<file path="src/rtl/seq_alu.sv">
// Registered multi-cycle ALU with valid/ready handshake on input and output.
// Single-cycle ops finish on the accept edge; MUL/DIV/MOD iterate W cycles.
module seq_alu #(
  parameter int W = 8
) (
  input  logic         clk,
  input  logic         rst_n,
  input  logic         in_valid,
  output logic         in_ready,
  input  logic [W-1:0] a,
  input  logic [W-1:0] b,
  input  logic [3:0]   op,
  output logic         out_valid,
  input  logic         out_ready,
  output logic [W-1:0] result,
  output logic         of_und,
  output logic         err,
  output logic         zero
);

  localparam int SHW = $clog2(W);
  localparam int EXW = W + (1 << SHW);
  localparam logic [SHW-1:0] CNT_LAST = SHW'(W - 1);

  typedef enum logic [1:0] {S_IDLE, S_BUSY, S_DONE} state_e;
  typedef enum logic [3:0] {
    OP_ADD = 4'd0, OP_SUB = 4'd1, OP_MUL = 4'd2, OP_DIV = 4'd3, OP_MOD = 4'd4,
    OP_AND = 4'd5, OP_OR  = 4'd6, OP_XOR = 4'd7, OP_SHL = 4'd8, OP_SHR = 4'd9
  } op_e;

  state_e         r_state;
  logic           r_in_ready, r_out_valid;
  logic [W-1:0]   r_result;
  logic           r_of, r_err, r_zero;
  logic [3:0]     r_op;
  logic [W-1:0]   r_b;
  logic [SHW-1:0] r_cnt;
  logic [2*W-1:0] r_acc, r_mcand;
  logic [W-1:0]   r_mplier, r_rem, r_quo;

  logic [W:0]     w_sum;
  logic [EXW-1:0] w_shl;
  logic [W-1:0]   w_res;
  logic           w_of, w_err, w_multi;
  logic [2*W-1:0] w_acc_nxt;
  logic [W:0]     w_shift, w_diff;
  logic [W-1:0]   w_rem_nxt, w_quo_nxt, w_it_res;
  logic           w_it_of;

  always_comb begin
    w_sum   = {1'b0, a} + {1'b0, b};
    w_shl   = EXW'(a) << b[SHW-1:0];
    w_res   = '0;
    w_of    = 1'b0;
    w_err   = 1'b0;
    w_multi = 1'b0;
    case (op)
      OP_ADD: begin w_res = w_sum[W-1:0]; w_of = w_sum[W]; end
      OP_SUB: begin w_res = a - b; w_of = (a < b); end
      OP_MUL: w_multi = 1'b1;
      OP_DIV, OP_MOD: begin
        if (b == '0) begin w_err = 1'b1; w_res = '1; end
        else w_multi = 1'b1;
      end
      OP_AND: w_res = a & b;
      OP_OR:  w_res = a | b;
      OP_XOR: w_res = a ^ b;
      OP_SHL: begin w_res = w_shl[W-1:0]; w_of = |w_shl[EXW-1:W]; end
      OP_SHR: w_res = a >> b[SHW-1:0];
      default: w_err = 1'b1;
    endcase
  end

  // One iteration of both datapaths; the final iteration's values feed the result directly.
  always_comb begin
    w_acc_nxt = r_mplier[0] ? (r_acc + r_mcand) : r_acc;
    w_shift   = {r_rem, r_quo[W-1]};
    w_diff    = w_shift - {1'b0, r_b};
    if (w_shift >= {1'b0, r_b}) begin
      w_rem_nxt = w_diff[W-1:0];
      w_quo_nxt = {r_quo[W-2:0], 1'b1};
    end else begin
      w_rem_nxt = w_shift[W-1:0];
      w_quo_nxt = {r_quo[W-2:0], 1'b0};
    end
    w_it_of  = 1'b0;
    w_it_res = w_rem_nxt;
    if (r_op == OP_MUL) begin
      w_it_res = w_acc_nxt[W-1:0];
      w_it_of  = |w_acc_nxt[2*W-1:W];
    end else if (r_op == OP_DIV) begin
      w_it_res = w_quo_nxt;
    end
  end

  always_ff @(posedge clk) begin
    if (!rst_n) begin
      r_state     <= S_IDLE;
      r_in_ready  <= 1'b1;
      r_out_valid <= 1'b0;
      r_result    <= '0;
      r_of        <= 1'b0;
      r_err       <= 1'b0;
      r_zero      <= 1'b0;
      r_op        <= '0;
      r_b         <= '0;
      r_cnt       <= '0;
      r_acc       <= '0;
      r_mcand     <= '0;
      r_mplier    <= '0;
      r_rem       <= '0;
      r_quo       <= '0;
    end else begin
      case (r_state)
        S_IDLE: begin
          if (in_valid && r_in_ready) begin
            r_op       <= op;
            r_b        <= b;
            r_cnt      <= '0;
            r_acc      <= '0;
            r_mcand    <= {{W{1'b0}}, a};
            r_mplier   <= b;
            r_rem      <= '0;
            r_quo      <= a;
            r_in_ready <= 1'b0;
            if (w_multi) begin
              r_state <= S_BUSY;
            end else begin
              r_state     <= S_DONE;
              r_out_valid <= 1'b1;
              r_result    <= w_res;
              r_of        <= w_of;
              r_err       <= w_err;
              r_zero      <= (w_res == '0) && !w_err;
            end
          end
        end
        S_BUSY: begin
          r_acc    <= w_acc_nxt;
          r_mcand  <= r_mcand << 1;
          r_mplier <= r_mplier >> 1;
          r_rem    <= w_rem_nxt;
          r_quo    <= w_quo_nxt;
          r_cnt    <= r_cnt + SHW'(1);
          if (r_cnt == CNT_LAST) begin
            r_state     <= S_DONE;
            r_out_valid <= 1'b1;
            r_result    <= w_it_res;
            r_of        <= w_it_of;
            r_err       <= 1'b0;
            r_zero      <= (w_it_res == '0);
          end
        end
        S_DONE: begin
          if (out_ready) begin
            r_state     <= S_IDLE;
            r_out_valid <= 1'b0;
            r_in_ready  <= 1'b1;
          end
        end
        default: r_state <= S_IDLE;
      endcase
    end
  end

  assign in_ready  = r_in_ready;
  assign out_valid = r_out_valid;
  assign result    = r_result;
  assign of_und    = r_of;
  assign err       = r_err;
  assign zero      = r_zero;

endmodule

</file>
<file path="config.mk">
export PLATFORM = sky130hd
export DESIGN_NAME = seq_alu
export DESIGN_NICKNAME = d
export VERILOG_FILES = /design/src/rtl/seq_alu.sv
export SDC_FILE = /design/constraint.sdc
export NUM_CORES = 1
export LEC_CHECK = 0
export ABC_CLOCK_PERIOD_IN_PS = 2900
export BUFFER_PORTS_ARGS = -buffer_cell sky130_fd_sc_hd__buf_2
export CAP_MARGIN = 20
export CELL_PAD_IN_SITES_DETAIL_PLACEMENT = 1
export CELL_PAD_IN_SITES_GLOBAL_PLACEMENT = 1
export CORE_MARGIN = 2
export CORE_UTILIZATION = 43
export DETAILED_ROUTE_END_ITERATION = 8
export GPL_TIMING_DRIVEN = 1
export MAX_ROUTING_LAYER = met4
export PLACE_DENSITY = 0.77
export SYNTH_ARGS = -nofsm -noshare
export SYNTH_HDL_FRONTEND = slang
export SYNTH_SLANG_ARGS = --single-unit
</file>
<file path="constraint.sdc">
create_clock -name clk -period 2.9 [get_ports clk]
set_clock_uncertainty 0.05 [all_clocks]
set_input_delay 0.29 -clock clk [delete_from_list [all_inputs] [get_ports clk]]
set_output_delay 0.29 -clock clk [all_outputs]
set_load 0.02 [all_outputs]
</file>
## After elaboration in Yosys (flattened, before gate mapping)

Index checks and enable logic that the tools add are counted.
Widths: inputs -> output; s select.

| storage, ports and cells | value |
|---|---|
| register bits after elaboration | 86 |
| bits of input ports | 24 |
| output and inout bits | 13 |
| logic and storage cells | 120 |

| operators by class | value |
|---|---|
| $add $sub $neg | 5 |
| magnitude comparators | 2 |
| equality and inequality tests | 18 |
| shift operators | 2 |
| muxes and demuxes | 54 |
| bitwise operators | 3 |
| reductions and logical operators | 21 |

Operator list:

| operator | count |
|---|---|
| $mux 8 | 10 |
| $pmux 16 s2 | 2 |
| $pmux 8 s2 | 4 |
| $pmux 8 s8 | 1 |
| $mux 16 | 3 |
| $logic_not 8->1 | 3 |
| $reduce_or 8->1 | 3 |
| $mux 1 | 19 |
| $add 16x16->16 | 1 |
| $eq 4x2->1 const B | 4 |
| $eq 4x3->1 const B | 4 |
| $shl 8x3->16 | 1 |
| $sub 8x8->8 | 2 |
| $pmux 1 s2 | 6 |
| $add 8x8->9 | 1 |
| $ge 9x8->1 | 1 |
| $and 8x8->8 | 1 |
| $eq 4x4->1 const B | 2 |
| $lt 8x8->1 | 1 |
| $mux 2 | 4 |
| $ne 2x2->1 const B | 4 |
| $or 8x8->8 | 1 |
| $shr 8x3->8 | 1 |
| $xor 8x8->8 | 1 |
| 20 further kinds | 25 |

## Longest topological paths before layout

| logic depth | value |
|---|---|
| depth after elaboration | 8 |
| gate-level depth with buffers | 12 |
| gate-level depth less buffers | 12 |

## Worst setup path after synthesis

OpenSTA, ideal clock, no wires.

| path | value |
|---|---|
| path kind | input to register |
| start point | input port b[1] |
| end point | register r_zero (netlist: zero) |
| library setup time | 0.073 ns |
| data arrival time | 2.748 ns |
| data required time | 2.777 ns |
| slack | 0.028 ns |
| stages on the path | 12 |
| buffers on the path | 2 |
| cells stage by stage | buf_6 clkbuf_1 inv_1 ha_1 or2_1 a211oi_1 nand2b_1 xnor2_1 a2111oi_1 nand3b_1 or4_1 o211ai_2 |

| on the way | value |
|---|---|
| cells in the longest elaborated chain, start to end | 8 |
| elaborated cells on any way between the ends | 22 |
| classes of those cells | add/sub: 2; eq/ne: 1; shift: 2; mux: 9; bitwise: 3; reduce/logical: 5 |

RTL lines:

| element | RTL line | RTL |
|---|---|---|
| start: declaration | 11 | `input logic [W-1:0] b,` |
| branches (longest 8 deep; another with $sub 8x8->8) | n/a |  |
| end signal: assignment | 134 | `r_zero <= (w_res == '0) && !w_err;` |
| end signal: assignment | 151 | `r_zero <= (w_it_res == '0);` |
| end: declaration | 34 | `logic r_of, r_err, r_zero;` |

Several ways; the timed one is not identified. The select of a mux whose other input is x is not followed.
A chain may end at the register's enable or synchronous reset.

## Worst setup path after layout

| path | value |
|---|---|
| start point | register r_acc[0] |
| end point | register r_of (netlist: of_und) |

| on the way | value |
|---|---|
| cells in the longest elaborated chain, start to end | 6 |

RTL lines:

| element | RTL line | RTL |
|---|---|---|
| start: declaration | 38 | `logic [2*W-1:0] r_acc, r_mcand;` |
| start signal: assignment | 139 | `r_acc <= w_acc_nxt;` |
| $add 16x16->16 | 76 | `w_acc_nxt = r_mplier[0] ? (r_acc + r_mcand) : r_acc;` |
| $mux 16 | 76 |  |
| $reduce_or 8->1 | 90 | `w_it_of = \|w_acc_nxt[2*W-1:W];` |
| $mux 1 | 88 | `if (r_op == OP_MUL) begin` |
| $mux 1 | 145 | `if (r_cnt == CNT_LAST) begin` |
| $pmux 1 s2 | 114 | `case (r_state)` |
| end signal: assignment | 132 | `r_of <= w_of;` |
| end signal: assignment | 149 | `r_of <= w_it_of;` |
| end: declaration | 34 |  |

No other way between the ends. The select of a mux whose other input is x is not followed.

==> results.json <==
{
  "cts_root_buffer": "clkbuf_16",
  "holdWs_ns": 0.200,
  "crit_slowest_cell": "or4_4",
  "utilization": 0.514,
  "rsz0062_at_grt": "yes",
  "cpLargestDelayFamily": "simple AND/OR/NAND/NOR gates",
  "hold_depth": 2,
  "crit_type": "reg2reg",
  "p_clk_frac": 0.249,
  "switchingPower_uw": 2100,
  "clk_pin_slew_ns": 0.07,
  "die_w_um": 134,
  "core_area_um2": 16500,
  "max_cap_viol_count": 0,
  "holdCritStartpoint": "rst_n",
  "setup_viol": 1,
  "syn_inst": 935,
  "power_leakage_uw": 0.00348,
  "finalMaxSlewViolations": 0,
  "grt_pass1_wl_mm": 41.7,
  "status": "finished with violations",
  "r2r_end": "of_und",
  "ys_dominant_reg_cell": "dfxtp_1",
  "portBuffers": 36,
  "nets": 1083,
  "diodes": 0,
  "cts-buffers-inserted": 9,
  "hold_path_class": "in2reg",
  "cts_max_path_buffers": 2,
  "total_power_uw": 4940,
  "ys_ff_latch": 86,
  "grt_pass1_vias": 7522,
  "fin_ws_ns": -0.0767,
  "timing.rr.start": "r_acc[0]",
  "synth_edf_count": 0,
  "antenna_found_initial": 0,
  "rows": 47,
  "p_int_uw": 2840,
  "grt_max_degree": 80,
  "grt-ovfl-total": 0,
  "cp-end-kind": "flop",
  "power.ir.vdd_worst_mv": 0.510,
  "yosys_warnings": 0,
  "area_delta_synth_final_pct": 17.0,
  "synth-async-reset-ratio": 0,
  "cp.arrival_ns": 3.13,
  "dr.pass1.iters": 8,
  "power_density_nw_per_um2": 581,
  "place_area_um2": 8050,
  "crit_buf_inv": 1,
  "syn_avg_cell_area_um2": 7.77,
  "seqPwrFrac": 0.304,
  "fmax_mhz": 336,
  "synth_area_um2": 7260,
  "cp.required_ns": 3.05,
  "place_hpwl_mm": 19.9,
  "routedWlPerCell_um": 21.6,
  "r2r_cells": 11,
  "tns_ns": -0.0767,
  "finalInstanceArea_um2": 8500,
  "insertion_delay_ns": 0.35,
  "switching_share": 0.426,
  "track_usage": 0.307,
  "drc": 0,
  "routed_wl_mm": 26.5,
  "cts_sinks": 86,
  "syn_nets": 1016,
  "ys_seq_area_frac": 0.237,
  "violations": "setup timing",
  "die-area_um2": 17900,
  "place.gp.congestion": 0.949,
  "via_per_inst": 6.14,
  "synth.distinct_cells": 94,
  "drt_first_iter_violations": 561,
  "die_h_um": 134,
  "h-tree-depth": 3,
  "startpoint": "r_acc[0]",
  "finalCritPeriodShare": 1.03,
  "dr_total_vias": 7534,
  "cpPeakStageDelay_ns": 0.43,
  "layout_min_cycle_time_ns": 2.98,
  "maxSlewHeadroom": 0.411,
  "critPathLaunchType": "flop",
  "critPathMaxFanout": 3,
  "regToRegSetupSlack_ns": -0.08,
  "hold_end": "in_ready",
  "tightest_slew_ns": 0.884,
  "drive_gt1_frac": 0.183,
  "ant_nets": 0,
  "hold_viol_final": 0,
  "cts_tree": "built",
  "start_util": 0.440,
  "io_pins": 37,
  "crit_chain": "ha_4, fa_2, a211oi_4, buf_6, nor2_4, or4_4, a31oi_4, xnor2_1, mux2_4, nor4_4, a311oi_1",
  "share_comb_of_total_power": 0.447
}
==> worst max-delay path by stage <==
stage               slack (ns)  endpoint  depth (start not counted)
global placement         0.007      zero                         12
global route             -0.19    of_und                         11
finish                   -0.08    of_und                         11
floorplan                 0.03      zero                         12
detailed placement       -0.03    of_und                         10
CTS                      0.004    of_und                         10
==> logic make-up (layout without fill, tap and decap cells) <==
group | after synthesis | count (layout) | share of synthesized area
simple gates | 326 | 326 | 0.220
buf+inv | 109 | 181 | 0.0636
compound gates | 305 | 305 | 0.289
mux | 36 | 36 | 0.0680
xor+xnor | 16 | 16 | 0.0193
flops | 86 | 86 | 0.237
fa+ha+maj | 57 | 57 | 0.102
==> layout make-up <==
type | count | area [um2]
well taps | 220 | 275
flip-flops and latches | 86 | 1720
repair buffers | 116 | 822
inverters | 49 | 184
clock buffers | 9 | 225
clock inverters | 7 | 80.1
multi-input cells | 740 | 5190
fillers | 2064 | 8030
==> stage by stage <==
| step | setup slack (ns) | cells |
|---|---|---|
| 2_1_floorplan | 0.0284 | 935 |
| 3_3_place_gp | 0.00655 | 1205 |
| 3_5_place_dp | -0.0335 | 1205 |
| 4_1_cts | 0.00387 | 1224 |
| 5_1_grt | -0.188 | 1227 |
| 6_report | -0.0767 | 1227 |
==> power by group through the flow <==
stage	registers [uW]	clock network [uW]	logic (uW)
2_1_floorplan	1490	0	1380
3_3_place_gp	1520	0	2070
3_5_place_dp	1520	0	2110
4_1_cts	1500	1250	2140
5_1_grt	1520	1290	2410
6_report	1500	1230	2210
==> per-layer routing <==
layer | vias to the layer above | part of all wire | GRT usage
met2 | 192 | 0.47 | 0.503
li1 | 3588 | - | -
met3 | 35 | 0.047 | 0.0442
met5 | - | 0 | -
met4 | 0 | 0.016 | 0.0615
met1 | 3719 | 0.46 | 0.406
==> what timing repair did <==
| action | CTS | global route |
|---|---|---|
| hold buffers | 0 | 0 |
| buffers inserted | 3 | 3 |
| setup endpoints to repair | 2 | 6 |
| pin swaps | 9 | 6 |
| resized for setup | 8 | 13 |
==> worst register-to-register path: cells and delay by family, from the launching register on <==
family / cells / cell delay (ns)
AOI/OAI and AO/OA: 3 / 0.61
xor gates and xnor gates: 1 / 0.08
adders and majority gates: 2 / 0.53
buffers and inverters: 1 / 0.15
DFF: 1 / 0.34
muxes: 1 / 0.30
and+or+nand+nor: 3 / 0.76
==> cells in the mapped netlist, types with 12 or more instances <==
cell	number	area (um2)
a22oi_1	26	195
inv_1	47	176
a31oi_1	13	81.3
nand2_1	75	282
nand3_1	18	90.1
clkbuf_1	39	146
nor3_1	28	140
buf_2	12	60.1
mux2i_1	25	250
a211oi_1	25	188
nand2b_1	14	87.6
nor2b_1	14	87.6
dfxtp_1	86	1720
o21ai_0	54	270
ha_1	53	663
nor2_1	114	428
o211ai_1	14	105
a21oi_1	74	370
==> cells in the final DEF (no fill, tap or decap), types with 18 or more instances in the layout <==
cell type and n:
nor2_1 113, dfxtp_1 84, buf_4 76, nand2_1 75, a21oi_1 70, o21ai_0 53, ha_1 51, inv_1 47
buf_2 36, nor3_1 28, a22oi_1 26, a211oi_1 24, mux2i_1 24, nand3_1 18
==> registers in the layout, indices dropped and copies added, names as in the netlist <==
signal / flops
zero: 1
r_op: 4
r_mplier: 8
r_quo: 8
err: 1
in_ready: 1
r_cnt: 3
r_state: 2
of_und: 1
r_acc: 16
out_valid: 1
r_mcand: 16
r_rem: 8
r_b: 8
result: 8
(Power assumes the default switching activity.)
